## src/rtl/controller_sequencer_if.sv

```systemverilog
// W-bus control interface of the SAP-1 sequencer: run/opcode in, T-state and strobes out.
// The master modport belongs to the sequencer, the slave modport to the responding datapath.
interface controller_sequencer_if #(
    parameter int OPC_W = 4
);
    logic             run;
    logic [OPC_W-1:0] ir_opcode;
    logic [5:0]       t_state;
    logic             halted;
    logic             cp, ep, lm, ce, li, ei, la, ea, su, eu, lb, lo;

    modport master (
        input  run, ir_opcode,
        output t_state, halted,
        output cp, ep, lm, ce, li, ei, la, ea, su, eu, lb, lo
    );

    modport slave (
        output run, ir_opcode,
        input  t_state, halted,
        input  cp, ep, lm, ce, li, ei, la, ea, su, eu, lb, lo
    );
endinterface

```

## src/rtl/controller_sequencer.sv

```systemverilog
// SAP-1 control unit: one-hot T1..T6 ring counter with opcode decode of the control word.
// Strobes are decoded from registered state so they drop immediately on async reset.
module controller_sequencer #(
    parameter int               OPC_W     = 4,
    parameter logic [OPC_W-1:0] OP_LDA    = 4'h0,
    parameter logic [OPC_W-1:0] OP_ADD    = 4'h1,
    parameter logic [OPC_W-1:0] OP_SUB    = 4'h2,
    parameter logic [OPC_W-1:0] OP_OUT    = 4'hE,
    parameter logic [OPC_W-1:0] OP_HLT    = 4'hF,
    parameter bit               SKIP_NOPS = 1'b0
) (
    input  logic                   clk,
    input  logic                   rst_n,
    controller_sequencer_if.master bus
);
    typedef enum logic [5:0] {
        T1 = 6'b000001,
        T2 = 6'b000010,
        T3 = 6'b000100,
        T4 = 6'b001000,
        T5 = 6'b010000,
        T6 = 6'b100000
    } tstate_e;

    // Control word bit order: {cp, ep, lm, ce, li, ei, la, ea, su, eu, lb, lo}
    localparam logic [11:0] W_CP = 12'h800;
    localparam logic [11:0] W_EP = 12'h400;
    localparam logic [11:0] W_LM = 12'h200;
    localparam logic [11:0] W_CE = 12'h100;
    localparam logic [11:0] W_LI = 12'h080;
    localparam logic [11:0] W_EI = 12'h040;
    localparam logic [11:0] W_LA = 12'h020;
    localparam logic [11:0] W_EA = 12'h010;
    localparam logic [11:0] W_SU = 12'h008;
    localparam logic [11:0] W_EU = 12'h004;
    localparam logic [11:0] W_LB = 12'h002;
    localparam logic [11:0] W_LO = 12'h001;

    tstate_e     state_r;
    logic        halted_r;
    logic [11:0] word_s;
    logic        is_mem_s;
    logic        is_alu_s;

    assign is_alu_s = (bus.ir_opcode == OP_ADD) || (bus.ir_opcode == OP_SUB);
    assign is_mem_s = (bus.ir_opcode == OP_LDA) || is_alu_s;

    // T-state ring advance, optional early return to T1, and sticky halt
    always_ff @(posedge clk or negedge rst_n) begin
        if (!rst_n) begin
            state_r  <= T1;
            halted_r <= 1'b0;
        end else if (bus.run && !halted_r) begin
            case (state_r)
                T1: state_r <= T2;
                T2: state_r <= T3;
                T3: state_r <= T4;
                T4: begin
                    if (bus.ir_opcode == OP_HLT) begin
                        halted_r <= 1'b1;
                    end else if (SKIP_NOPS && !is_mem_s) begin
                        state_r <= T1;
                    end else begin
                        state_r <= T5;
                    end
                end
                T5: begin
                    if (SKIP_NOPS && (bus.ir_opcode == OP_LDA)) begin
                        state_r <= T1;
                    end else begin
                        state_r <= T6;
                    end
                end
                T6:      state_r <= T1;
                default: state_r <= T1;
            endcase
        end
    end

    // Control word decode, gated off while in reset, stopped or halted
    always_comb begin
        word_s = 12'h000;
        if (rst_n && bus.run && !halted_r) begin
            case (state_r)
                T1: word_s = W_EP | W_LM;
                T2: word_s = W_CP;
                T3: word_s = W_CE | W_LI;
                T4: begin
                    if (is_mem_s) begin
                        word_s = W_EI | W_LM;
                    end else if (bus.ir_opcode == OP_OUT) begin
                        word_s = W_EA | W_LO;
                    end else begin
                        word_s = 12'h000;
                    end
                end
                T5: begin
                    if (bus.ir_opcode == OP_LDA) begin
                        word_s = W_CE | W_LA;
                    end else if (is_alu_s) begin
                        word_s = W_CE | W_LB;
                    end else begin
                        word_s = 12'h000;
                    end
                end
                T6: begin
                    if (bus.ir_opcode == OP_ADD) begin
                        word_s = W_EU | W_LA;
                    end else if (bus.ir_opcode == OP_SUB) begin
                        word_s = W_EU | W_LA | W_SU;
                    end else begin
                        word_s = 12'h000;
                    end
                end
                default: word_s = 12'h000;
            endcase
        end else begin
            word_s = 12'h000;
        end
    end

    assign bus.t_state = state_r;
    assign bus.halted  = halted_r;
    assign {bus.cp, bus.ep, bus.lm, bus.ce, bus.li, bus.ei,
            bus.la, bus.ea, bus.su, bus.eu, bus.lb, bus.lo} = word_s;
endmodule

```

## src/flat_wrapper.sv

```systemverilog
// flat-port wrapper written by rule: the top's interface ports become plain ports
module controller_sequencer_flat 
#(
    parameter int               OPC_W     = 4,
    parameter logic [OPC_W-1:0] OP_LDA    = 4'h0,
    parameter logic [OPC_W-1:0] OP_ADD    = 4'h1,
    parameter logic [OPC_W-1:0] OP_SUB    = 4'h2,
    parameter logic [OPC_W-1:0] OP_OUT    = 4'hE,
    parameter logic [OPC_W-1:0] OP_HLT    = 4'hF,
    parameter bit               SKIP_NOPS = 1'b0
)
  (clk, rst_n, bus_run, bus_ir_opcode, bus_t_state, bus_halted, bus_cp, bus_ep, bus_lm, bus_ce, bus_li, bus_ei, bus_la, bus_ea, bus_su, bus_eu, bus_lb, bus_lo);
  controller_sequencer_if #(.OPC_W(OPC_W)) bus_i ();
  input  logic clk;
  input  logic rst_n;
  input wire logic [$bits(bus_i.run)-1:0] bus_run;
  input wire logic [$bits(bus_i.ir_opcode)-1:0] bus_ir_opcode;
  output wire logic [$bits(bus_i.t_state)-1:0] bus_t_state;
  output wire logic [$bits(bus_i.halted)-1:0] bus_halted;
  output wire logic [$bits(bus_i.cp)-1:0] bus_cp;
  output wire logic [$bits(bus_i.ep)-1:0] bus_ep;
  output wire logic [$bits(bus_i.lm)-1:0] bus_lm;
  output wire logic [$bits(bus_i.ce)-1:0] bus_ce;
  output wire logic [$bits(bus_i.li)-1:0] bus_li;
  output wire logic [$bits(bus_i.ei)-1:0] bus_ei;
  output wire logic [$bits(bus_i.la)-1:0] bus_la;
  output wire logic [$bits(bus_i.ea)-1:0] bus_ea;
  output wire logic [$bits(bus_i.su)-1:0] bus_su;
  output wire logic [$bits(bus_i.eu)-1:0] bus_eu;
  output wire logic [$bits(bus_i.lb)-1:0] bus_lb;
  output wire logic [$bits(bus_i.lo)-1:0] bus_lo;
  assign bus_i.run = bus_run;
  assign bus_i.ir_opcode = bus_ir_opcode;
  assign bus_t_state = bus_i.t_state;
  assign bus_halted = bus_i.halted;
  assign bus_cp = bus_i.cp;
  assign bus_ep = bus_i.ep;
  assign bus_lm = bus_i.lm;
  assign bus_ce = bus_i.ce;
  assign bus_li = bus_i.li;
  assign bus_ei = bus_i.ei;
  assign bus_la = bus_i.la;
  assign bus_ea = bus_i.ea;
  assign bus_su = bus_i.su;
  assign bus_eu = bus_i.eu;
  assign bus_lb = bus_i.lb;
  assign bus_lo = bus_i.lo;
  controller_sequencer #(.OPC_W(OPC_W), .OP_LDA(OP_LDA), .OP_ADD(OP_ADD), .OP_SUB(OP_SUB), .OP_OUT(OP_OUT), .OP_HLT(OP_HLT), .SKIP_NOPS(SKIP_NOPS)) u_core (.clk(clk), .rst_n(rst_n), .bus(bus_i));
endmodule
```

## config.mk

```make
export PLATFORM = sky130hd
export DESIGN_NAME = controller_sequencer_flat
export DESIGN_NICKNAME = d
export VERILOG_FILES = /design/src/rtl/controller_sequencer_if.sv /design/src/rtl/controller_sequencer.sv /design/src/flat_wrapper.sv
export SDC_FILE = /design/constraint.sdc
export NUM_CORES = 1
export LEC_CHECK = 0
export CORE_UTILIZATION = 35
export CTS_BUF_LIST = sky130_fd_sc_hd__clkbuf_8 sky130_fd_sc_hd__clkbuf_16
export CTS_CLUSTER_DIAMETER = 100
export DETAILED_ROUTE_END_ITERATION = 10
export PLACE_DENSITY = 0.73
export SETUP_SLACK_MARGIN = 0.15
export SYNTH_ARGS = -nofsm -noshare
export SYNTH_HDL_FRONTEND = slang
export SYNTH_SLANG_ARGS = --single-unit
```

## constraint.sdc

```tcl
create_clock -name clk -period 1.7 [get_ports clk]
set_clock_uncertainty 0.1 [all_clocks]
set_input_delay 0.34 -clock clk [delete_from_list [all_inputs] [get_ports clk]]
set_output_delay 0.34 -clock clk [all_outputs]
set_load 0.01 [all_outputs]
```

### Yosys cells after proc, flatten, opt, wreduce, memory -nomap -nowiden

Index checks and enable logic that the tools add are counted.

| cells by class | value |
|---|---|
| div/mod/pow operators | 0 |
| shift-type cells | 0 |
| eq/ne operators | 11 |
| add/sub/neg operators | 0 |
| mux-type cells | 10 |
| order comparisons | 0 |
| reductions and logical operators | 9 |
| multipliers | 0 |
| bitwise operators | 0 |

Operators with widths:

| operator | count |
|---|---|
| $pmux 12 s6 | 1 |
| $mux 12 | 4 |
| $pmux 6 s5 | 1 |
| $mux 6 | 2 |
| $mux 9 | 1 |
| $eq 4x4->1 const B | 2 |
| $eq 6x1->1 const B | 1 |
| $eq 6x2->1 const B | 1 |
| $eq 6x3->1 const B | 1 |
| $eq 6x4->1 const B | 1 |
| $eq 6x5->1 const B | 1 |
| $eq 6x6->1 const B | 1 |
| $mux 5 | 1 |
| $eq 4x1->1 const B | 1 |
| $eq 4x2->1 const B | 1 |
| $logic_not 4->1 | 1 |
| $logic_and 1x1->1 | 3 |
| $reduce_and 3->1 | 1 |
| $logic_or 1x1->1 | 2 |
| $ne 2x2->1 const B | 1 |
| $reduce_and 2->1 | 1 |
| $logic_not 1->1 | 1 |

| storage, ports and cells | value |
|---|---|
| bits in registers | 7 |
| bits of input ports | 7 |
| logic and storage cells | 32 |
| bits in latches | 0 |
| memory bits (read-only) | 0 |
| memory bits (writable) | 0 |
| memories | 0 |
| output and inout bits | 19 |

### Depth between registers and ports, before layout

Gate-level depths: netlist (run 1).

| logic depth | value |
|---|---|
| word-level depth | 6 |
| gate-level depth with buffers | 6 |

### Worst setup path before layout (run 1)

No wires, ideal clock.

| timing | value |
|---|---|
| kind | reg-to-output |
| start point | register u_core.state_r[4], in the netlist u_core.bus.t_state[4] |
| end point | output port bus_lo |
| arrival | 1805 ps |
| slack | -545 ps |
| buffers on the path | 2 |
| stages on the path, launching flop included | 6 |
| data required time | 1260 ps |
| path through | dfrtp_1 -> buf_2 -> nor4_1 -> nand3_1 -> nor4_1 -> buf_4 |

| between the ends | value |
|---|---|
| longest elaborated chain between the ends | 3 |

RTL lines:

| element | line | text |
|---|---|---|
| start: declaration | controller_sequencer.sv:39 | `tstate_e state_r;` |
| start signal: assignment | controller_sequencer.sv:51 | `state_r <= T1;` |
| start signal: assignment | controller_sequencer.sv:55 | `T1: state_r <= T2;` |
| start signal: assignment | controller_sequencer.sv:56 | `T2: state_r <= T3;` |
| $eq 6x6->1, or another cell as far along | controller_sequencer.sv:84 | `case (state_r)` |
| $pmux 12 s6 * | controller_sequencer.sv:84 |  |
| $mux 12 * | controller_sequencer.sv:83 | `if (rst_n && bus.run && !halted_r) begin` |
| end: declaration | flat_wrapper.sv:31 | `output wire logic [$bits(bus_i.lo)-1:0] bus_lo;` |

Every way passes the cells marked *; elsewhere a longest branch is shown, timed or not.

### Worst setup path after layout (run 1)

| timing | value |
|---|---|
| start point | register u_core.state_r[4], in the netlist u_core.bus.t_state[4] |
| end point | output port bus_ei |

| between the ends | value |
|---|---|
| longest elaborated chain between the ends | 3 |

RTL lines:

| element | line | text |
|---|---|---|
| $eq 6x6->1, or another cell as far along | controller_sequencer.sv:84 |  |
| $pmux 12 s6 * | controller_sequencer.sv:84 |  |
| $mux 12 * | controller_sequencer.sv:83 |  |
| end: declaration | flat_wrapper.sv:25 | `output wire logic [$bits(bus_i.ei)-1:0] bus_ei;` |

Marks and branches as above.

==> results of run 1 <==
-- where the power goes --
| part | switching (mW) | leakage, nW | internal (mW) |
|---|---|---|---|
| combinational | 0.379 | 0.519 | 0.486 |
| clock | 0.0953 | 0.0269 | 0.158 |
| sequential | 0.0846 | 0.0836 | 0.220 |
| total | 0.559 | 0.629 | 0.864 |
-- cell usage in the layout (no fill, tap or decap), drive strengths merged --
| master | count |
|---|---|
| mux2i | 3 |
| buf | 61 |
| xor2 | 1 |
| nand4 | 2 |
| dlygate4sd2 | 8 |
| and2b | 1 |
| nand2 | 5 |
| nor3b | 2 |
| nor4 | 4 |
| nand2b | 4 |
| or4 | 1 |
| xnor2 | 1 |
| a211oi | 2 |
| nor2 | 6 |
| clkbuf | 3 |
| a21o | 1 |
| nor3 | 3 |
| inv | 5 |
| and3 | 1 |
| o31ai | 1 |
| dfrtp | 6 |
| mux2 | 1 |
| o22a | 1 |
| a21oi | 5 |
| dfstp | 1 |
| or3 | 1 |
| nand3b | 1 |
| nand3 | 2 |
| a31oi | 1 |
| o21ai | 2 |
| nor2b | 2 |
| o41a | 1 |
-- metrics by stage --
step / hold WS [ns] / util (%) / setup slack, ns
2_1_floorplan: -0.0556 / - / -0.245
3_3_place_gp: 0.435 / 71.5 / -0.914
3_5_place_dp: 0.446 / 71.5 / -0.953
4_1_cts: 0.0610 / 83.5 / -0.331
5_1_grt: 0.0812 / 87.1 / -0.478
6_report: 0.0478 / 87.1 / -0.471
-- flip-flops by register name, indices dropped and copies added (netlist names) --
name                count
u_core.bus.t_state      6
u_core.bus.halted       1
-- worst paths after layout --
| path | from | slack, ns | endpoint | depth (start not counted) |
|---|---|---|---|---|
| max | u_core.bus.t_state[4]$_DFFE_PN0P_ | -0.47 | bus_ei | 5 |
| min | rst_n | 0.05 | u_core.bus.t_state[2]$_DFFE_PN0P_ | 2 |
| max reg2reg | u_core.bus.t_state[1]$_DFFE_PN0P_ | -0.35 | u_core.bus.t_state[0]$_DFFE_PN1P_ | 5 |
| min reg2reg | u_core.bus.halted$_DFFE_PN0P_ | 0.64 | u_core.bus.halted$_DFFE_PN0P_ | 4 |
| max in group asynchronous | rst_n | 1.24 | u_core.bus.t_state[0]$_DFFE_PN1P_ | 2 |
| min in group clk | bus_run | 0.38 | u_core.bus.halted$_DFFE_PN0P_ | 2 |
-- cell families after synthesis --
group	after synthesis	share of synthesized area, %
buf+inv	8	7.59
simple gates	35	34.2
mux	4	7.37
compound gates	14	16.3
xor+xnor	2	3.13
flops	7	31.5
-- layout make-up --
class | count | area (sq um) | share of cell area, %
clock buffer | 3 | 41.3 | 3.15
clock inverter | 1 | 3.75 | 0.286
inverter | 4 | 15.0 | 1.14
multi-input combinational | 55 | 514 | 39.2
sequential | 7 | 183 | 13.9
tap | 16 | 20.0 | 1.53
timing repair buffer | 69 | 536 | 40.8
-- metal layers --
metal / wire, um / global-route usage, %
met5: 0 / 0
met4: 128 / 13.1
met3: 236 / 6.03
met2: 1660 / 62.2
met1: 1190 / 39.8
-- timing repair --
| item | in CTS | in global routing |
|---|---|---|
| hold endpoints to repair | 0 | 0 |
| resized for setup | 96 | 17 |
| setup endpoints to repair | 25 | 24 |
| hold buffers | 0 | 0 |
| setup buffers | 17 | 2 |
| pin swaps | 11 | 8 |
-- critical path, stage by stage (launching register included) --
cell and delay (ns):
dfrtp_2 0.44, nor4_4 0.33, buf_4 0.18, nand3_4 0.09, a211oi_2 0.24, buf_2 0.20
==> metrics.md, run 1 <==
| Metric | Value |
|---|---|
| Status | finished with violations |
| Failing checks | negative setup slack |
| Pwr Density | between 1000 and 1500 nW/um^2 |
| Static Leak | around 0.63 nW |
| Setup-failing EPs final | 17 |
| Post-Syn Area | 561 sq um |
| Longest Clk Path Bufs | 2 |
| CTS Sinks | 7 |
| First-pass GRT wire length | approximately 4.5 mm |
| Maximum clock rate | 461 MHz |
| Sequential share of the synthesized area | 31.5% |
| Largest net degree at the start of global routing | 8 |
| Die height | 42.0 um |
| Worst setup EP type | output pin |
| H-tree levels | 1 |
| Ant diodes | 0 |
| Die X | ~42 um |
| Setup slack after layout | -0.471 ns |
| CP max FO | 5 |
| Total GRT Usage | 34.3% |
| Pre-Repair DR Iteration Count | 4 |
| Total nets after synthesis | 77 |
| Distinct cells, synth | 33 |
| Max-cap violations | 0 |
| Worst-path clk slew | 0.05 ns |
| Detail Placement HPWL | 1.58 mm |
| Yosys warnings | 0 |
| Min-Delay Path Class | in2async |
| Worst Max-Slew Pin Slew | 0.397 ns |
| CP required | 1.26 ns |
| Worst slew margin | 73.3% |
| Area growth syn-to-layout | 134% |
| RSZ-0062 raised after global routing | yes |
| Remaining Overflow, GRT | 0 |
| I/O Pins | 26 |
| Cells after DPL | 132 |
| Via count | 904 |
| Final cell count without fillers | 155 |
| Final total power | 1.42 mW |
| Worst path arrival time | 1.73 ns |
| Initial drt markers | 30 |
| Starting density of the core | 37.2% |
| Ys flop type | dfrtp_1 |
| Via density | 5.83 |
| Placer Congestion | slightly above 0.8 |
| Initial antenna violation count | 0 |
| Crit path time final | roughly 2.2 ns |
| Syn Inst Count | 70 |
| Clock buffer count from CTS | 3 |
| Area after DPL | 1080 sq um |
| WS Path Type | reg2out |
| Synth Register Bits | 7 |
| Layout filler cell count | 83 |
| Fraction of layout cells with a size suffix above 1 | between 60 and 70% |
| Cell Rows | 14 |
| Total negative slack | -5.71 ns |
| Worst-skew pair later-pin latency | 0.24 ns |
| Final ANT Viol Nets | 0 |
| CTS tree | yes |
| Clock root buffer | clkbuf_8 |
| Mean Syn Cell Area | 8.01 sq um |
| Finished Cell Area | approximately 1300 sq um |
| Share of the synthesized area in the top cell type | 26.8% |
| Async SR Flop Fraction | 100% |
| Post-synth EDFFs | 0 |
| Vias in the first global route | 907 |
| Port bufs | 25 |
| Final Cycle Share | 128% |
| Final WL | around 3.2 mm |
| Worst VDD drop | 0.00102 V |
| Worst Setup Start Kind | flip-flop |
| Remaining DRCs | 0 |
| Synth top area cells | dfrtp_1 (27%), mux2i_1 (5.4%), dfstp_2 (4.7%) |
| Top cells by count, synth | dfrtp_1 (6), nor2_1 (6), a21oi_1 (5), nand2_1 (5) |
| Yosys top cell by area | dfrtp_1 |
| Routed len/inst | approximately 21 um |
| Slew Limit Fails | 0 |
| Final Hold Fails | 0 |
| Die footprint | 1770 sq um |
| Total Nets Final | 147 |
| Core box area | 1510 sq um |
(Power assumes the default switching activity.)
==> run 2: changes to the inputs <==
--- a/config.mk
+++ b/config.mk
@@ -5,6 +5,8 @@
 export SDC_FILE = /design/constraint.sdc
 export NUM_CORES = 1
 export LEC_CHECK = 0
+export CAP_MARGIN = 20
+export CORE_MARGIN = 10
 export CORE_UTILIZATION = 35
 export CTS_BUF_LIST = sky130_fd_sc_hd__clkbuf_8 sky130_fd_sc_hd__clkbuf_16
 export CTS_CLUSTER_DIAMETER = 100
==> run 2 against run 1 <==
The flow still finishes with violations (negative setup slack). Combinational power down 6.6%. Sequential power shrank 6%. First-iteration DRC count fell by 6.7%. Critical path type is now in2out. Critical endpoint is now bus_eu. Largest cell class unchanged. Largest power group unchanged.
==> metrics.md, run 2 (synthesized netlist as in run 1, its figures left out) <==
| Metric | Value |
|---|---|
| Setup-failing EPs final | 18 (+1) |
| Initial antenna violation count | 0 (unchanged) |
| Area after DPL | 1070 sq um (-0.70%) |
| Worst-path clk slew | 0.04 ns (about the same) |
| CTS Sinks | 7 (unchanged) |
| Layout filler cell count | 69 (-17%) |
| Die X | 60.0 um (+43%) |
| CP max stage cell | clkdlybuf4s50_1 |
| Failing checks | negative setup slack |
| Commonest non-fill, non-tap cells in the layout | buf_4 (30), buf_2 (14), buf_6 (13) |
| Via count | 857 (-5.2%) |
| Final ANT Viol Nets | 0 (unchanged) |
| Crit-path cells | clkdlybuf4s50_1, or3_4, nand2b_4, nor3_4, buf_2 |
| Register Area | 181 sq um (-0.68%) |
| Static Leak | 0.614 nW (-2.5%) |
| CTS tree | yes |
| Worst path arrival time | 1.66 ns (-0.07 ns) |
| WS Path Type | in2out |
| Worst setup EP type | output pin |
| Final Cycle Share | 124% (-3.9 points) |
| Port bufs | 25 (unchanged) |
| CP max FO | 4 (-1) |
| Core box area | 1510 sq um (unchanged) |
| CP peak stage delay | 0.48 ns (+0.04 ns) |
| Area of the multi-input gates | 499 sq um (-2.9%) |
| Ant diodes | 0 (unchanged) |
| Via density | 5.64 (-3.3%) |
| Final Hold Fails | 0 (unchanged) |
| Clock buffer count from CTS | 3 (unchanged) |
| Most common cell after layout, fill and taps aside | buf_4 |
| Worst Max-Slew Pin Slew | 0.371 ns (-0.0260 ns) |
| Worst slew margin | 75.3% (+1.9 points) |
| RSZ-0062 raised after global routing | yes |
| Maximum clock rate | 475 MHz (+3.2%) |
| Slew Limit Fails | 0 (unchanged) |
| Clock root buffer | clkbuf_8 |
| Pre-Repair DR Iteration Count | 4 (unchanged) |
| CP required | 1.26 ns (about the same) |
| Die footprint | 3600 sq um (+100%) |
| Max-cap violations | 0 (unchanged) |
| Finished Cell Area | 1290 sq um (-1.8%) |
| Die height | 60.0 um (+43%) |
| Vias in the first global route | 862 (-5.0%) |
| Worst VDD drop | 0.000950 V (-6.7%) |
| Setup slack after layout | -0.405 ns (+0.0666 ns) |
| Crit path time final | 2.10 ns (-0.0666 ns) |
| First-pass GRT wire length | 3.94 mm (-11%) |
| Remaining Overflow, GRT | 0 (unchanged) |
| Cells after DPL | 131 (-0.76%) |
| Detail Placement HPWL | 1.64 mm (+4.2%) |
| Worst-skew pair later-pin latency | 0.23 ns (about the same) |
| Status | finished with violations |
| Largest net degree at the start of global routing | 9 (+1) |
| Placer Congestion | 0.813 (-0.54%) |
| Total GRT Usage | 13.8% (-20 points) |
| Fraction of layout cells with a size suffix above 1 | 64.7% (-2.9 points) |
| H-tree levels | 1 (unchanged) |
| CP top delay family | simple AND/OR/NAND/NOR gates |
| Pwr Density | 1030 nW/um^2 (-4.8%) |
| CTS Hold Bufs | 0 (unchanged) |
| Remaining DRCs | 0 (unchanged) |
| Cell Rows | 14 (unchanged) |
| I/O Pins | 26 (unchanged) |
| WP buf/inv | 2 (unchanged) |
| Area growth syn-to-layout | 130% |
| Initial drt markers | 28 (-6.7%) |
| Total Nets Final | 144 (-2.0%) |
| Number of flip-flops under the largest register name | 6 (unchanged) |
| Longest Clk Path Bufs | 2 (unchanged) |
| Final WL | 2.93 mm (-8.7%) |
| Final cell count without fillers | 152 (-1.9%) |
| Min-Delay Path Class | in2async |
| Starting density of the core | 37.2% (unchanged) |
| Worst Setup Start Kind | primary input |
| Routed len/inst | 19.3 um (-6.9%) |
run 2: cell count changes in the layout (fill, tap and decap cells not counted):
cell             before  now
buf_6                12   13
clkdlybuf4s50_1       0    1
nor3b_1               1    2
dfrtp_1               1    2
a21oi_1               2    3
buf_8                 0    1
a21oi_2               3    2
buf_4                34   30
buf_2                15   14
dlygate4sd2_1         8    7
dfrtp_2               5    4
nor3b_4               1    0
run 2: timing repair:
item	4_1_cts	5_1_grt
hold endpoints to repair	0	0
gates resized for setup	92	20
endpoints found under the setup margin	24	23
buffers inserted	10	7
pin swaps	17	8
run 2: cell type report:
type | instances | area share (%)
clock buffer | 3 | 3.20
clock inverter | 1 | 0.291
inverter | 4 | 1.17
multi-input combinational | 55 | 38.7
sequential | 7 | 14.1
tap | 16 | 1.55
timing repair buffer | 66 | 41.0
run 2: worst reg2reg max path: stages, from the launching register on:
cell and delay, ns:
dfrtp_2 0.44, buf_6 0.13, buf_8 0.12, or4_4 0.42, o41a_1 0.47, mux2i_1 0.24
run 2: worst paths after layout:
kind | startpoint | endpoint | slack [ns] | cells past startpoint
worst max-delay path | bus_ir_opcode[2] | bus_eu | -0.40 | 5
worst min-delay path | rst_n | u_core.bus.halted$_DFFE_PN0P_ | 0.08 | 2
worst max register to register | u_core.bus.t_state[4]$_DFFE_PN0P_ | u_core.bus.t_state[3]$_DFFE_PN0P_ | -0.31 | 5
worst min register to register | u_core.bus.halted$_DFFE_PN0P_ | u_core.bus.halted$_DFFE_PN0P_ | 0.65 | 4
max in group asynchronous | rst_n | u_core.bus.t_state[0]$_DFFE_PN1P_ | 1.21 | 2
min in group clk | bus_run | u_core.bus.halted$_DFFE_PN0P_ | 0.42 | 2
run 2: routing by layer:
| metal | vias to the layer above | part of all wire [%] | track usage, % | wire (um) |
|---|---|---|---|---|
| met4 | 0 | 3.2 | 1.60 | 95 |
| met5 | - | 0 | 0 | 0 |
| li1 | 386 | - | - | - |
| met2 | 44 | 53 | 24.9 | 1550 |
| met3 | 10 | 7.3 | 5.08 | 214 |
| met1 | 417 | 37 | 15.3 | 1070 |
run 2: through the flow:
stage	power [mW]	setup TNS, ns	utilization (%)	hold WS (ns)	setup WS (ns)
floorplan	0.558	-1.67	-	-0.0556	-0.245
global placement	0.860	-10.81	71.0	0.443	-0.938
detailed placement	0.872	-10.95	71.0	0.440	-0.941
CTS	1.25	-4.76	79.8	0.0724	-0.345
global route	1.40	-6.57	85.5	0.0719	-0.458
finish	1.33	-5.56	85.5	0.0782	-0.405
run 2: power breakdown:
| group | total (mW) | leakage, nW | switching [mW] | internal (mW) |
|---|---|---|---|---|
| logic | 0.809 | 0.501 | 0.370 | 0.439 |
| registers | 0.286 | 0.0853 | 0.0668 | 0.219 |
| clock network | 0.235 | 0.0269 | 0.0783 | 0.157 |
==> run 3: changes to the inputs <==
--- a/config.mk
+++ b/config.mk
@@ -5,13 +5,15 @@
 export SDC_FILE = /design/constraint.sdc
 export NUM_CORES = 1
 export LEC_CHECK = 0
+export ABC_AREA = 1
 export CAP_MARGIN = 20
 export CORE_MARGIN = 10
-export CORE_UTILIZATION = 35
+export CORE_UTILIZATION = 37
 export CTS_BUF_LIST = sky130_fd_sc_hd__clkbuf_8 sky130_fd_sc_hd__clkbuf_16
 export CTS_CLUSTER_DIAMETER = 100
 export DETAILED_ROUTE_END_ITERATION = 10
-export PLACE_DENSITY = 0.73
+export HOLD_SLACK_MARGIN = 0.03
+export PLACE_DENSITY = 0.74
 export SETUP_SLACK_MARGIN = 0.15
 export SYNTH_ARGS = -nofsm -noshare
 export SYNTH_HDL_FRONTEND = slang
==> run 3 against run 2 <==
Worst hold slack improved by 0.28 ns. The flow still finishes with violations (negative setup slack). Routed wire length down 20%. Total power grew 15%. Critical endpoint is now bus_su. Synthesized cell count grew 50%. Final area is 9.9% lower. Global-route usage fell by 0.099 points. Sequential cell count stayed put. Non-clock buffer count down 17. Via count down 2.1%. Fmax grew 6.5%.
==> metrics.md, run 3 <==
| Metric | Value |
|---|---|
| Status | finished with violations |
| Failing checks | negative setup slack |
| Final Hold Fails | 0 (unchanged) |
| Worst VDD drop | 0.00116 V (+22%) |
| Pwr Density | 1320 nW/um^2 (+28%) |
| Area after DPL | 1050 sq um (-2.2%) |
| Static Leak | 0.682 nW (+11%) |
| Area growth syn-to-layout | 90.2% |
| First-pass GRT wire length | 3.84 mm (-2.6%) |
| Pre-Repair DR Iteration Count | 4 (unchanged) |
| Yosys top cell by area | dfrtp_1 |
| Core box area | 1540 sq um (+2.3%) |
| Logic gate share of total power | 67.2% (+6.4 points) |
| Slew Limit Fails | 0 (unchanged) |
| Net switching power | 0.692 mW (+34%) |
| WS Path Type | reg2out |
| CP endpoint | bus_su |
| Port bufs | 25 (unchanged) |
| CP max stage cell | dfstp_2 |
| Worst R2R End | u_core.bus.t_state[0]$_DFFE_PN1P_ |
| Die footprint | 3680 sq um (+2.0%) |
| Post-Syn Area | 611 sq um (+8.9%) |
| Clock root buffer | clkbuf_8 |
| CP required | 1.26 ns (about the same) |
| Worst R2R Start | u_core.bus.t_state[5]$_DFFE_PN0P_ |
| Syn Inst Count | 105 (+50%) |
| Longest Clk Path Bufs | 2 (unchanged) |
| CTS Sinks | 7 (unchanged) |
| Detail Placement HPWL | 1.73 mm (+5.1%) |
| Maximum clock rate | 506 MHz (+6.5%) |
| Routed len/inst | 13.6 um (-30%) |
| CP peak stage delay | 0.58 ns (+0.10 ns) |
| Number of flip-flops under the largest register name | 6 (unchanged) |
| H-tree levels | 1 (unchanged) |
| Via density | 4.85 (-14%) |
| I/O Pins | 26 (unchanged) |
| Pint | 0.842 mW (+3.3%) |
| Worst-skew pair later-pin latency | 0.23 ns (about the same) |
| Final ANT Viol Nets | 0 (unchanged) |
| CTS Hold Bufs | 0 (unchanged) |
| Die height | 60.6 um (+1.0%) |
| Worst slew margin | 79.1% (+3.8 points) |
| Finished Cell Area | 1160 sq um (-9.9%) |
| Remaining DRCs | 0 (unchanged) |
| Yosys warnings | 0 (unchanged) |
| Sequential share of the synthesized area | 28.9% (-2.6 points) |
| Cell Rows | 14 (unchanged) |
| Worst path arrival time | 1.54 ns (-0.12 ns) |
| Register Area | 176 sq um (-2.8%) |
| Commonest non-fill, non-tap cells in the layout | nand2_1 (26), buf_4 (20), nor2_1 (16) |
| Initial antenna violation count | 0 (unchanged) |
| Total nets after synthesis | 112 (+45%) |
| Worst setup EP type | output pin |
| Worst Max-Slew Pin Slew | 0.312 ns (-0.0587 ns) |
| Most frequent cell after synthesis | nand2_1 |
| Worst Setup Start Kind | flip-flop |
| Mean Syn Cell Area | 5.82 sq um (-27%) |
| Min Hold Slack | 0.357 ns (+0.279 ns) |
| Critical Path Source | u_core.bus.t_state[0]$_DFFE_PN1P_ |
| Top cells by count, synth | nand2_1 (31), nor2_1 (25), inv_1 (17) |
| Die X | 60.6 um (+1.0%) |
| Ant diodes | 0 (unchanged) |
| Clock buffer count from CTS | 3 (unchanged) |
| Area of the multi-input gates | 474 sq um (-5.0%) |
| Layout filler cell count | 123 (+78%) |
| Fraction of layout cells with a size suffix above 1 | 50.3% (-14 points) |
| Via count | 839 (-2.1%) |
| Clock Power Share | 15.2% (-2.5 points) |
| Worst r2r path cells | 9 (+4) |
| Min-Delay Path Class | in2async |
| Net Sw Frac | 45.1% (+6.4 points) |
| Vias in the first global route | 868 (+0.70%) |
| Initial drt markers | 15 (-46%) |
| CTS tree | yes |
| Ys flop type | dfrtp_1 |
| CP max FO | 6 (+2) |
| R2r setup slk | 0.06 ns (+0.37 ns) |
| Crit-path cells | inv_4, nand2_4, nor2_4, o21ai_2, nand3_2, nand2_4, nor2_1, buf_2 |
| RSZ-0062 raised after global routing | yes |
| Crit path time final | 1.98 ns (-0.129 ns) |
| Async SR Flop Fraction | 100% (unchanged) |
| Starting density of the core | 39.6% (+2.4 points) |
| Share of the synthesized area in the top cell type | 24.6% (-2.2 points) |
| Distinct cells, synth | 18 (-45%) |
| Synth Register Bits | 7 (unchanged) |
| Post-synth EDFFs | 0 (unchanged) |
| Synth top area cells | dfrtp_1 (25%), nand2_1 (19%), nor2_1 (15%) |
| Remaining Overflow, GRT | 0 (unchanged) |
| Worst-path clk slew | 0.04 ns (about the same) |
| Sequential power share | 17.6% (-3.9 points) |
| Setup-failing EPs final | 12 (-6) |
| Final WL | 2.35 mm (-20%) |
| Final Cycle Share | 116% (-7.6 points) |
| Total Nets Final | 165 (+15%) |
| Setup slack after layout | -0.276 ns (+0.129 ns) |
| Worst path most repeated cell | nand2_4 |
| Total GRT Usage | 13.7% (-0.099 points) |
| Placer Congestion | 0.886 (+9.0%) |
| Most common cell after layout, fill and taps aside | nand2_1 |
| Max-cap violations | 0 (unchanged) |
| Largest net degree at the start of global routing | 8 (-1) |
-- run 3: changes by cell type in the layout (fill, tap and decap cells not counted), moves of 6 or more --
cell     before  now
buf_6        13    7
nor2_2        1    7
nand2_4       0    6
buf_4        30   20
nor2_1        4   16
inv_2         0    6
inv_1         5   11
nand2_1       3   26
-- run 3: critical path: cells and delay by family, from the launching register on --
family,cells,cell delay (ns)
flip-flops,1,0.58
buffers and inverters,2,0.19
AND/OR/NAND/NOR,5,0.47
AO/OA/AOI/OAI,1,0.05
-- run 3: logic make-up after synthesis --
group,share of synthesized area [%]
buffers and inverters,11.7
flip-flops,28.9
AO/OA/AOI/OAI,4.92
AND/OR/NAND/NOR,54.5
-- run 3: worst min path at each step --
stage,startpoint,endpoint,slack [ns],cells after the start
finish,rst_n,u_core.bus.t_state[5]$_DFFE_PN0P_,0.36,2
global route,rst_n,u_core.bus.t_state[5]$_DFFE_PN0P_,0.36,2
CTS,rst_n,u_core.bus.t_state[3]$_DFFE_PN0P_,0.36,2
detailed placement,u_core.bus.t_state[0]$_DFFE_PN1P_,u_core.bus.t_state[0]$_DFFE_PN1P_,0.42,2
global placement,u_core.bus.t_state[0]$_DFFE_PN1P_,u_core.bus.t_state[0]$_DFFE_PN1P_,0.39,2
floorplan,rst_n,u_core.bus.halted$_DFFE_PN0P_,-0.06,0
-- run 3: layer usage --
metal	vias to the layer above	global-route usage, %	part of all wire (%)
met5	-	0	0
met4	0	8.15	1.9
met3	6	4.80	5.4
met2	19	23.1	56
met1	394	14.3	37
li1	420	-	-
-- run 3: repair_timing --
action,in CTS,in global routing
setup buffers,2,2
pin swaps,11,9
endpoints found under the setup margin,25,19
gates cloned,0,0
resized for setup,87,15
-- run 3: power by group through the flow --
stage          Sequential, mW  Clock (mW)  Combinational, mW
2_1_floorplan           0.289           0              0.395
3_3_place_gp            0.264           0              0.810
5_1_grt                 0.276       0.251               1.11
4_1_cts                 0.265       0.236              0.873
6_report                0.270       0.234               1.03
3_5_place_dp            0.267           0              0.839
-- run 3: stage by stage --
step / power [mW] / utilization, % / setup slack, ns / cells / TNS (ns)
final: 1.53 / 75.3 / -0.276 / 173 / -2.69
after global routing: 1.64 / 75.3 / -0.370 / 173 / -3.58
after CTS: 1.37 / 70.6 / -0.266 / 171 / -2.71
after detailed placement: 1.11 / 67.9 / -0.741 / 165 / -8.10
after global placement: 1.07 / 67.9 / -0.697 / 165 / -7.81
after floorplan: 0.684 / - / -0.00949 / 105 / -0.00949
-- run 3: cell type report --
cell class | count | area share (%)
well taps | 16 | 1.72
repair buffers | 49 | 32.7
flip-flops and latches | 7 | 15.2
clock buffers | 3 | 3.56
clock inverters | 1 | 0.323
multi-input cells | 80 | 40.8
inverters | 17 | 5.71
==> RTL edit 1, RTL diff (config.mk and constraints of run 1) <==
`SKIP_NOPS` is set to 1'b0 in 2 places; all go to 1'b1.
--- a/src/rtl/controller_sequencer.sv
+++ b/src/rtl/controller_sequencer.sv
@@ -8,5 +8,5 @@
     parameter logic [OPC_W-1:0] OP_OUT    = 4'hE,
     parameter logic [OPC_W-1:0] OP_HLT    = 4'hF,
-    parameter bit               SKIP_NOPS = 1'b0
+    parameter bit               SKIP_NOPS = 1'b1
 ) (
     input  logic                   clk,
--- a/src/flat_wrapper.sv
+++ b/src/flat_wrapper.sv
@@ -8,5 +8,5 @@
     parameter logic [OPC_W-1:0] OP_OUT    = 4'hE,
     parameter logic [OPC_W-1:0] OP_HLT    = 4'hF,
-    parameter bit               SKIP_NOPS = 1'b0
+    parameter bit               SKIP_NOPS = 1'b1
 )
   (clk, rst_n, bus_run, bus_ir_opcode, bus_t_state, bus_halted, bus_cp, bus_ep, bus_lm, bus_ce, bus_li, bus_ei, bus_la, bus_ea, bus_su, bus_eu, bus_lb, bus_lo);
Formal check against the unedited RTL: not equivalent (Yosys sat finds a counterexample within 10 cycles, from zero or initial values and one cycle with rst_n low).
==> RTL edit 1 against run 1 <==
- the run still ends with negative setup slack left
- global-route usage is 4.1 points lower
- setup slack worse by 0.12 ns
- total power is 3.9% higher
- wire length is 13% lower
- core utilization is 1.2 points lower
- synthesized area is 9.6% higher
- sequential cell count stayed put
- clock power is 4% lower
- final area is 3.2% higher
- critical endpoint is now bus_lm
- largest power group unchanged
- highest routed layer unchanged
==> RTL edit 1: results (changes against run 1) <==
stage	metric	value	unit	change
global_routing	largest net degree at the start of global routing	11		+3
synthesis	Synth Area in Compound Gates	13.6	%	-2.6 points
status	outcome	complete, but fails checks		
placed_design	total placed cells including tap cells	139		+5.3%
global_routing	gr ovfl total	0		unchanged
synthesis	Post-synth top cells	nor2_1 (8), dfrtp_1 (6), inv_1 (6), nand2_1 (5), mux2i_1 (4)		
clocking	Bufs on Longest Clock Path	2		unchanged
layout	share of cells above drive strength 1	62.9	%	-4.8 points
placed_design	Cell Area, Placed	1130	um2	+5.3%
placed_design	Routability Congestion	0.817		-0.13%
sta	Setup WS post-layout	-0.591	ns	-0.119 ns
run	max_cap viols	0		unchanged
drt	routed length per instance	17.9	um	-13%
setup_path	reg2reg path depth	9		+4
power_and_ir_drop	worst ir drop on vdd	1030	uV	+1.3%
layout	NumNets Final	148		+0.68%
setup_path	FF-to-FF setup slack	-0.28	ns	+0.07 ns
global_routing	global-route wire length before repair	4200	um	-5.7%
global_routing	Total GRT Usage	30.2	%	-4.1 points
synthesis	mux contribution to synthesized area	11.4	%	+4.0 points
synthesis	synth top area cells	dfrtp_1 (24%), mux2i_1 (6.5%), mux2_4 (4.9%)		
synthesis	syn_nets	80		+3.9%
setup_path	crit-path max FO	3		-2
synthesis	Unique masters post-synth	34		+3.0%
placed_design	Detailed Place HPWL	1670	um	+5.6%
drt	Starting DRT DRC Count	22		-27%
sta	Slew HR	68.1	%	-5.2 points
sta	setup total negative slack	-6.87	ns	-1.16 ns
setup_path	WP data arrival	1.85	ns	+0.12 ns
setup_path	largest stage delay on the critical path	0.53	ns	+0.09 ns
synthesis	Mean Syn Cell Area	8.42	um2	+5.1%
sta	Setup-failing EPs final	19		+2
power_and_ir_drop	leakage	0.000663	uW	+5.4%
drt	vias per cell	5.57		-4.5%
setup_path	CP max stage cell	or4_4		
drt	DR pass1 iterations	4		unchanged
synthesis	sequential fraction of the synthesis area	28.7	%	-2.8 points
status	failing checks	negative setup slack		
setup_path	Reg-to-Reg End	u_core.bus.t_state[5]$_DFFE_PN0P_		
synthesis	Syn. warnings	0		unchanged
setup_path	Top delay family on crit path	simple AND/OR/NAND/NOR gates		
drt	vias	869		-3.9%
global_routing	vias in the first global route	890		-1.9%
synthesis	XOR/XNOR share of the synthesized area	1.43	%	-1.7 points
[RTL edit 1: how the worst max path moves through the flow]
| stage | startpoint | endpoint | slack, ns | cells past startpoint |
|---|---|---|---|---|
| 2_1_floorplan | u_core.bus.t_state[5]$_DFFE_PN0P_ | bus_lo | -0.56 | 5 |
| 3_3_place_gp | bus_run | bus_eu | -0.90 | 6 |
| 3_5_place_dp | bus_run | bus_eu | -0.96 | 6 |
| 4_1_cts | u_core.bus.t_state[5]$_DFFE_PN0P_ | bus_ea | -0.54 | 4 |
| 5_1_grt | u_core.bus.t_state[1]$_DFFE_PN0P_ | bus_lm | -0.62 | 6 |
| 6_report | u_core.bus.t_state[1]$_DFFE_PN0P_ | bus_lm | -0.59 | 6 |
[RTL edit 1: metal layers]
| metal | routed length (um) | GRT usage (%) | vias to the layer above |
|---|---|---|---|
| li1 | - | - | 405 |
| met4 | 9 | 10.3 | 0 |
| met1 | 1210 | 37.3 | 420 |
| met5 | 0 | 0 | - |
| met2 | 1400 | 52.2 | 42 |
| met3 | 179 | 5.83 | 2 |
[RTL edit 1: kinds of logic (layout without fill, tap and decap cells)]
family	count (synthesis)	count (layout)
buffers and inverters	9	76
AOI/OAI and AO/OA	13	13
muxes	6	6
DFF	7	7
xor gates and xnor gates	1	1
and+or+nand+nor	37	37
[RTL edit 1: what timing repair did]
action,in CTS,in global routing
setup buffers,11,2
pin swaps,16,9
resized for setup,81,19
setup endpoints to repair,26,23
endpoints found under the hold margin,0,0
[RTL edit 1: worst reg2reg max path: cells and delay by family, from the launching register on]
family	cells	cell delay [ns]
buffers and inverters	5	0.74
DFF	1	0.39
muxes	1	0.15
and+or+nand+nor	3	0.55
[RTL edit 1: through the flow]
stage	setup WS [ns]	hold slack, ns	power, uW
final	-0.591	0.0652	1480
after global routing	-0.625	0.0810	1540
after CTS	-0.545	0.0687	1360
after detailed placement	-0.957	0.492	967
after global placement	-0.904	0.480	948
after floorplan	-0.561	-0.0556	580
[RTL edit 1: report_power, final]
part,switching [uW],internal (uW),total (uW)
clock,86.6,157,244
sequential,44.1,218,262
combinational,436,537,973
total,567,912,1480
[RTL edit 1: layout make-up]
cell class | count | area (um2)
clock buffer | 3 | 41.3
clock inverter | 1 | 3.75
fill | 81 | 221
inverter | 6 | 22.5
multi-input combinational | 57 | 549
sequential | 7 | 179
tap | 16 | 20.0
timing repair buffer | 66 | 539
==> RTL edit 2, RTL diff (settings of run 1) <==
Without the edit above. Make the reset (`rst_n`) synchronous in one clocked block. Comments in the files are not updated.
--- a/src/rtl/controller_sequencer.sv
+++ b/src/rtl/controller_sequencer.sv
@@ -47,5 +47,5 @@
 
     // T-state ring advance, optional early return to T1, and sticky halt
-    always_ff @(posedge clk or negedge rst_n) begin
+    always_ff @(posedge clk) begin
         if (!rst_n) begin
             state_r  <= T1;
Behaviour: differs if rst_n is asserted again (counterexample within 4 cycles, from zero or initial values and one cycle with rst_n low); with rst_n held inactive, the same outputs for 10 cycles.
==> RTL edit 2 against run 1 <==
- the run still ends with negative setup slack left
- synthesized area rose by 13%
- sequential cell count is the same
- setup slack lost 0.32 ns
- final area grew 8.0%
- first-iteration DRC count fell by 17%
- wire length shrank 5.0%
- highest routed layer unchanged
Power is not compared: it rests on default switching activity, and its combinational part moved more than twofold at a synthesized area within 25%.
==> RTL edit 2: results (changes against run 1) <==
stage	metric	value	unit	change
clocking	clock-pin transition on the worst setup and hold timing paths	0.04	ns	
synthesis	synth top area cells	dfxtp_1 (22%), nor2_1 (7.1%), nand2b_1 (4.9%)		
global_routing	antenna violations before repair	1		+1
drt	drt total wl	3050	um	-5.0%
synthesis	Post-Synth Adder-Cell Area	0	%	unchanged
synthesis	Synth Flop Type	dfxtp_1		
clocking	Bufs on Longest Clock Path	2		unchanged
status	outcome	complete, but fails checks		
sta	setup total negative slack	-6.57	ns	-0.857 ns
global_routing	Total GRT Usage	27.1	%	-7.1 points
placed_design	Routability Congestion	0.896		+9.6%
sta	Setup-failing EPs final	13		-4
global_routing	routing usage on met1	30.8	%	-9.0 points
min_path	Hold WC Path Type	reg -> reg		
synthesis	Synth Area in Compound Gates	25.4	%	+9.1 points
synthesis	syn_nets	87		+13%
setup_path	WP data arrival	2.05	ns	+0.32 ns
sta	Setup WS post-layout	-0.793	ns	-0.322 ns
global_routing	largest net degree at the start of global routing	12		+4
setup_path	Reg-to-Reg End	u_core.bus.t_state[1]$_SDFFE_PN0P_		
placed_design	Cell Area, Placed	1140	um2	+6.2%
global_routing	GR Util met3	4.90	%	-1.1 points
setup_path	reg2reg path depth	10		+5
synthesis	mux contribution to synthesized area	3.35	%	-4.0 points
setup_path	start point of the critical path	u_core.bus.t_state[1]$_SDFFE_PN0P_		
drt	Starting DRT DRC Count	25		-17%
drt	vias	962		+6.4%
setup_path	FF-to-FF setup slack	-0.10	ns	+0.25 ns
sta	Slew HR	74.0	%	+0.66 points
synthesis	Post-synth top cells	nor2_1 (12), dfxtp_1 (7), nand2_1 (6), nand3_1 (6), nand2b_1 (5)		
global_routing	vias in the first global route	886		-2.3%
placed_design	DP Worst Slack	-0.994	ns	-0.0409 ns
status	failing checks	negative setup slack		
synthesis	sequential fraction of the synthesis area	22.1	%	-9.4 points
synthesis	Unique masters post-synth	40		+21%
synthesis	XOR/XNOR share of the synthesized area	1.38	%	-1.7 points
setup_path	r2r startpoint	u_core.bus.t_state[3]$_SDFFE_PN0P_		
synthesis	Post-synth ARST share	0	%	-100 points
global_routing	global-route wire length before repair	3930	um	-12%
layout	NumNets Final	155		+5.4%
placed_design	Detailed Place HPWL	1610	um	+1.7%
layout	share of cells above drive strength 1	62.6	%	-5.0 points
setup_path	crit-path max FO	4		-1
==> RTL edit 2: how the worst max path moves through the flow <==
stage	endpoint	slack, ns	cells after the start
after floorplan	bus_lo	-0.54	6
after global placement	bus_lo	-0.98	6
after detailed placement	bus_lo	-0.99	6
after CTS	bus_la	-0.71	5
after global routing	bus_ce	-0.83	7
final	bus_ce	-0.79	7
==> RTL edit 2: routing by layer <==
layer	vias to the layer above	share of wire, %	wire length [um]
met4	0	4.5	136
met3	15	7.4	226
li1	432	-	-
met5	-	0	0
met1	465	37	1130
met2	50	51	1550
==> RTL edit 2: final cells by class <==
class	count	area (um2)
multi-input cells	68	618
repair buffers	66	564
fillers	105	290
flip-flops and latches	7	149
clock buffers	3	41.3
well taps	25	31.3
inverters	2	7.51
clock inverters	1	3.75
diodes	1	2.50
==> RTL edit 2: what timing repair did <==
item                                    4_1_cts  5_1_grt
setup buffers                                 8        3
gates resized for setup                      89       23
endpoints found under the setup margin       25       19
pin swaps                                    12       11
hold buffers                                  0        0
==> RTL edit 2: cells by family after synthesis <==
group           Yosys count
xor+xnor                  1
compound gates           17
flops                     7
mux                       2
simple gates             48
buf+inv                   5
==> RTL edit 2: metrics by stage <==
step	hold slack (ns)	std cells
after floorplan	0.417	80
after global placement	0.481	157
after detailed placement	0.494	157
after CTS	0.476	169
after global routing	0.520	173
final	0.503	173
==> RTL edit 2: power by group through the flow <==
stage | logic [uW] | clock network [uW] | registers [uW]
2_1_floorplan | 92.0 | 0 | 191
3_3_place_gp | 205 | 0 | 180
3_5_place_dp | 206 | 0 | 181
4_1_cts | 267 | 229 | 180
5_1_grt | 312 | 239 | 182
6_report | 299 | 226 | 182
==> RTL edit 2: worst max-delay path, cell delays in order (launching register included) <==
cell	delay, ns
dfxtp_2	0.32
or4_4	0.55
buf_6	0.15
a211oi_4	0.25
a41oi_4	0.10
buf_6	0.19
a21oi_2	0.11
buf_2	0.15
